## config.mk

```make
export PLATFORM = sky130hd
export DESIGN_NAME = mips_fetch_unit
export DESIGN_NICKNAME = d
export VERILOG_FILES = /design/src/rtl/mips_fetch_unit.sv
export SDC_FILE = /design/constraint.sdc
export NUM_CORES = 1
export LEC_CHECK = 0
export ABC_CLOCK_PERIOD_IN_PS = 10050
export CAP_MARGIN = 20
export CORE_MARGIN = 5
export CORE_UTILIZATION = 57
export CTS_CLUSTER_SIZE = 20
export DETAILED_ROUTE_END_ITERATION = 8
export PLACE_DENSITY_LB_ADDON = 0.25
export SLEW_MARGIN = 10
export SYNTH_ARGS = -nofsm -noshare
export SYNTH_HDL_FRONTEND = slang
export SYNTH_SLANG_ARGS = --single-unit
```

## constraint.sdc

```tcl
create_clock -name clk -period 10.05 [get_ports clk]
set_clock_uncertainty 0.1 [all_clocks]
set_input_delay 2.5125 -clock clk [delete_from_list [all_inputs] [get_ports clk]]
set_output_delay 2.5125 -clock clk [all_outputs]
set_load 0.05 [all_outputs]
```

## src/rtl/mips_fetch_unit.sv

```systemverilog
// mips_fetch_unit: instruction fetch front end with prefetch FIFO, redirect flush and halt gate
module mips_fetch_unit #(
    parameter int XLEN = 32,
    parameter logic [XLEN-1:0] RESET_PC = '0,
    parameter int DEPTH = 4
) (
    input  logic            clk,
    input  logic            rst_b,
    output logic            imem_req,
    output logic [XLEN-1:0] imem_addr,
    input  logic            imem_gnt,
    input  logic            imem_rvalid,
    input  logic [31:0]     imem_rdata,
    input  logic            redirect_valid,
    input  logic [XLEN-1:0] redirect_pc,
    input  logic            halt,
    output logic            inst_valid,
    output logic [31:0]     inst,
    output logic [XLEN-1:0] inst_pc,
    output logic [XLEN-1:0] inst_pc4,
    input  logic            inst_ready,
    output logic [XLEN-1:0] fetch_pc
);
    localparam int AW = $clog2(DEPTH);
    logic [XLEN-1:0] pc, req_pc;
    logic            outstanding, drop;
    logic [XLEN-1:0] fifo_pc [DEPTH];
    logic [31:0]     fifo_inst [DEPTH];
    logic [AW-1:0]   rd_ptr, wr_ptr;
    logic [AW:0]     count;
    logic            resp, grant, push, pop;
    always_comb begin
        resp = imem_rvalid && outstanding;
        imem_req = !rst_b && !halt && !redirect_valid && (!outstanding || resp) &&
                   ({1'b0, count} + (AW+2)'(outstanding) < (AW+2)'(DEPTH));
        grant = imem_req && imem_gnt;
        push = resp && !drop && !redirect_valid;
        pop = inst_valid && inst_ready && !redirect_valid;
    end
    assign imem_addr  = pc;
    assign fetch_pc   = pc;
    assign inst_valid = count != '0;
    assign inst       = fifo_inst[rd_ptr];
    assign inst_pc    = fifo_pc[rd_ptr];
    assign inst_pc4   = fifo_pc[rd_ptr] + XLEN'(4);
    always_ff @(posedge clk) begin
        if (push) begin
            fifo_pc[wr_ptr]   <= req_pc;
            fifo_inst[wr_ptr] <= imem_rdata;
        end
    end
    always_ff @(posedge clk) begin
        if (rst_b) begin
            pc          <= RESET_PC;
            req_pc      <= RESET_PC;
            outstanding <= 1'b0;
            drop        <= 1'b0;
            count       <= '0;
            rd_ptr      <= '0;
            wr_ptr      <= '0;
        end else if (redirect_valid) begin
            pc          <= redirect_pc & ~XLEN'(3);
            count       <= '0;
            rd_ptr      <= '0;
            wr_ptr      <= '0;
            outstanding <= outstanding && !imem_rvalid;
            drop        <= outstanding && !imem_rvalid;
        end else begin
            if (resp) begin
                outstanding <= 1'b0;
                drop        <= 1'b0;
            end
            if (grant) begin
                outstanding <= 1'b1;
                req_pc      <= pc;
                pc          <= pc + XLEN'(4);
            end
            if (push) wr_ptr <= wr_ptr + AW'(1);
            if (pop) rd_ptr <= rd_ptr + AW'(1);
            count <= count + (AW+1)'(push) - (AW+1)'(pop);
        end
    end
endmodule

```

==> impl_results.md <==
* Reg2Reg Depth at 6
* Synth Area in Compound Gates at 4.894%
* Yosys cell types at 56
* Total grt overflow at 0
* DRT Pass-1 Iters at 7
* Vias per Instance at 5.861
* DP HPWL at 18,070 um
* Slew @ Worst Pin at 966.1 ps
* Worst slew margin at 35.60%
* Fin. Hold Viols at 0
* Drt initial violations at 650
* Slew Viols, Final at 0
* Vias in the first global route at 8,051
* Hold crit path type: reg -> reg
* # hold bufs at CTS at 0
* Largest net degree at the start of global routing at 67
* Clock latency at the later pin of the worst-skew pair at 550 ps
* Setup_tns at 0 ps
* Core ar. at 22,710 um^2
* Rows at 55
* Clock buffer depth at 3
* Area share of fa/ha/maj cells after synthesis at 1.007%
* CTS resizes at 0
* Root Driver: clkbuf_16
* Area share of the largest cell type after synthesis at 56.56%
* Layout area overhead at 24.53%
* Critical Path RT at 7440 ps
* Initial antenna violation count at 0
* Largest family of logic cells by synthesized area: multiplexers
* Clock sink total at 319
* Share of cells above drive strength 1 at 12.81%
* R2r endpoint: fetch_pc[24]
* Post-CTS Setup Inserts at 0
* WS Path Type: reg -> out
* Register area at 8874 um^2
* GRT Total Usage at 21.52%
* #FFs+latches synth at 319
* TritonCTS Buffers at 30
* Worst r2r src: fetch_pc[2]
* Sequential fraction of the synthesis area at 67.36%
* Max cap viols at 0
* Ys flop type: edfxtp_1
* Fin crit period at 7090 ps
* Crit-path max FO at 42
* WL final at 28,320 um
* H-tree depth at 1
* Nets at 1,142
* Number of buffers inserted by port buffering at 222
* Yosys Warn Count at 0
* Status: finished clean
* CTS tree: built
* Pwr dens at 170.8 nW/um^2
* Antenna diodes at 0
* IO Count at 233
* Cells after Synth at 870
* Crit path capture: inst_pc4[31]
* Syn Area/Cell at 15.13 um^2
* Worst-path clk slew at 70 ps
* Maximum vdd drop at 0.1167 mV
* Pleak at 5.040 nW
* Fin crit share at 70.55%
* Area of the die at 26,240 um^2
* Setup slack, reg-to-reg at 7310 ps
* Syn Std Cell Area at 13,170 um^2
* Top post-synthesis cells by area: edfxtp_1 57%, dfxtp_1 11%, mux4_2 11%
* # DRC at 0
* Pre-CTS WS at 2994 ps
* Initial cell density of the core at 57.98%
* Async set-reset flop share out of synthesis at 0%
* XOR/XNOR share of the synthesized area at 2.195%
* Chip Height at 162.0 um
* Crit end category: primary output
* Finish-stage setup viols at 0
* EDFF count, synth at 248
* Worst EP arrival at 4480 ps
* Area occupied by multi-input gates at 3779 um^2
* # fillers at 1,465
* Avg WL per Cell at 20.67 um
* Remaining antenna violation count at 0
* Simple-gate area share of the yosys netlist at 9.370%
* Dpl cell area at 15,340 um^2
* Final setup margin at 2960 ps
* Vias post-DR at 8,029
* Routability cong. at 0.8569
* Mux cell area share after synthesis at 10.91%
* Post-route cell area at 16,400 um^2
* Highest Clock Rate at 0.1410 GHz
* Final Power at 2.801 mW
* First-pass GRT wire length at 44,920 um
* Critical Path Start Type: flip-flop
* RSZ-0062 raised after global routing: no
* Die Span X at 162.0 um
* Area leader, netlist: edfxtp_1
==> kinds of logic (layout without fill, tap and decap cells) <==
| kind of cell | Yosys count | after routing |
|---|---|---|
| AOI/OAI and AO/OA | 104 | 104 |
| and+or+nand+nor | 243 | 243 |
| adders and majority gates | 10 | 10 |
| other | 1 | 8 |
| muxes | 66 | 66 |
| xor gates and xnor gates | 33 | 33 |
| buffers and inverters | 94 | 302 |
| DFF | 319 | 319 |
==> report_power, final <==
part | internal, mW | switching [mW] | total, mW | leakage, nW
Sequential | 1.42 | 0.0182 | 1.44 | 2.61
Combinational | 0.0646 | 0.111 | 0.176 | 1.92
Clock | 0.708 | 0.478 | 1.19 | 0.516
==> placed cells by master (no fill, tap or decap), types with 6 or more instances in the layout <==
cell,Yosys,routed
clkbuf_16,0,31
xnor2_1,23,23
o211ai_1,13,13
nand2_1,105,105
nand3_1,21,21
conb_1,1,8
inv_1,17,17
nand4_1,18,18
or3_1,16,16
clkdlybuf4s50_1,0,221
a31oi_1,16,16
and3_1,9,9
edfxtp_1,248,248
dfxtp_1,71,69
ha_1,9,9
xor2_1,10,10
nor2_1,21,20
buf_4,40,6
nor3_1,18,18
o21ai_0,11,11
a21oi_1,44,44
mux4_2,62,62
clkinv_2,0,8
==> state kept, by name (all words and copies together), names as in the netlist, named ones only <==
register and flops:
fifo_inst 128, fetch_pc 30, fifo_pc 120, count 3
drop 1, wr_ptr 2, rd_ptr 2, outstanding 1
req_pc 30
==> worst min-delay path by stage <==
stage	from	to	slack, ps	cells after the start
6_report	req_pc[11]	req_pc[11]	400	2
3_5_place_dp	req_pc[15]	fifo_pc[1][15]	400	0
4_1_cts	req_pc[11]	req_pc[11]	410	2
3_3_place_gp	req_pc[15]	fifo_pc[2][15]	380	0
5_1_grt	req_pc[15]	fifo_pc[0][15]	420	0
2_1_floorplan	req_pc[10]	fifo_pc[0][10]	360	0
==> metrics by stage <==
stage	hold slack [ps]	util, %	cells
floorplan	360.0	-	877
global route	419.0	72.20	1370
global placement	376.9	67.54	1314
detailed placement	396.7	67.54	1314
CTS	406.0	72.20	1370
finish	401.6	72.20	1370
==> area by class of cell <==
type	count	share of cell area, %
clock buffers	36	4.968
clock inverters	20	1.480
inverters	18	0.4121
multi-input cells	464	23.05
flip-flops and latches	319	54.12
well taps	285	2.175
repair buffers	228	13.80
==> Yosys cell counts (2+ instances only) <==
library cell / count
edfxtp_1: 248
nand2_1: 105
dfxtp_1: 71
mux4_2: 62
a21oi_1: 44
buf_4: 40
xnor2_1: 23
nand3_1: 21
nor2_1: 21
clkbuf_1: 18
nand4_1: 18
nor3_1: 18
inv_1: 17
a31oi_1: 16
or3_1: 16
o211ai_1: 13
o21ai_0: 11
buf_2: 10
xor2_1: 10
and2_1: 9
and3_1: 9
ha_1: 9
a211oi_1: 5
buf_1: 4
mux2i_1: 4
nor4_1: 4
a32oi_1: 3
or2_2: 3
a22oi_1: 2
a2bb2oi_1: 2
a311oi_1: 2
and4_1: 2
buf_6: 2
nand2b_1: 2
nand3b_1: 2
nand4b_1: 2
nor4_2: 2
or4_1: 2
==> worst max-delay path: stages, from the launching register on <==
cell and delay, ps:
dfxtp_4 630, buf_4 760, mux4_2 420, nand4_1 180, nor4_2 560, nand4_1 250, xnor2_1 250, clkdlybuf4s50_1 840
==> metal layers <==
metal / vias to the layer above / GRT usage (%) / share of wire [%]
met3: 34 / 3.781 / 7.9
met2: 364 / 35.27 / 48
li1: 3688 / - / -
met4: 0 / 4.806 / 1.5
met1: 3943 / 30.77 / 42
met5: - / 0 / 0
No activity file was read; power rests on OpenSTA's default activity.
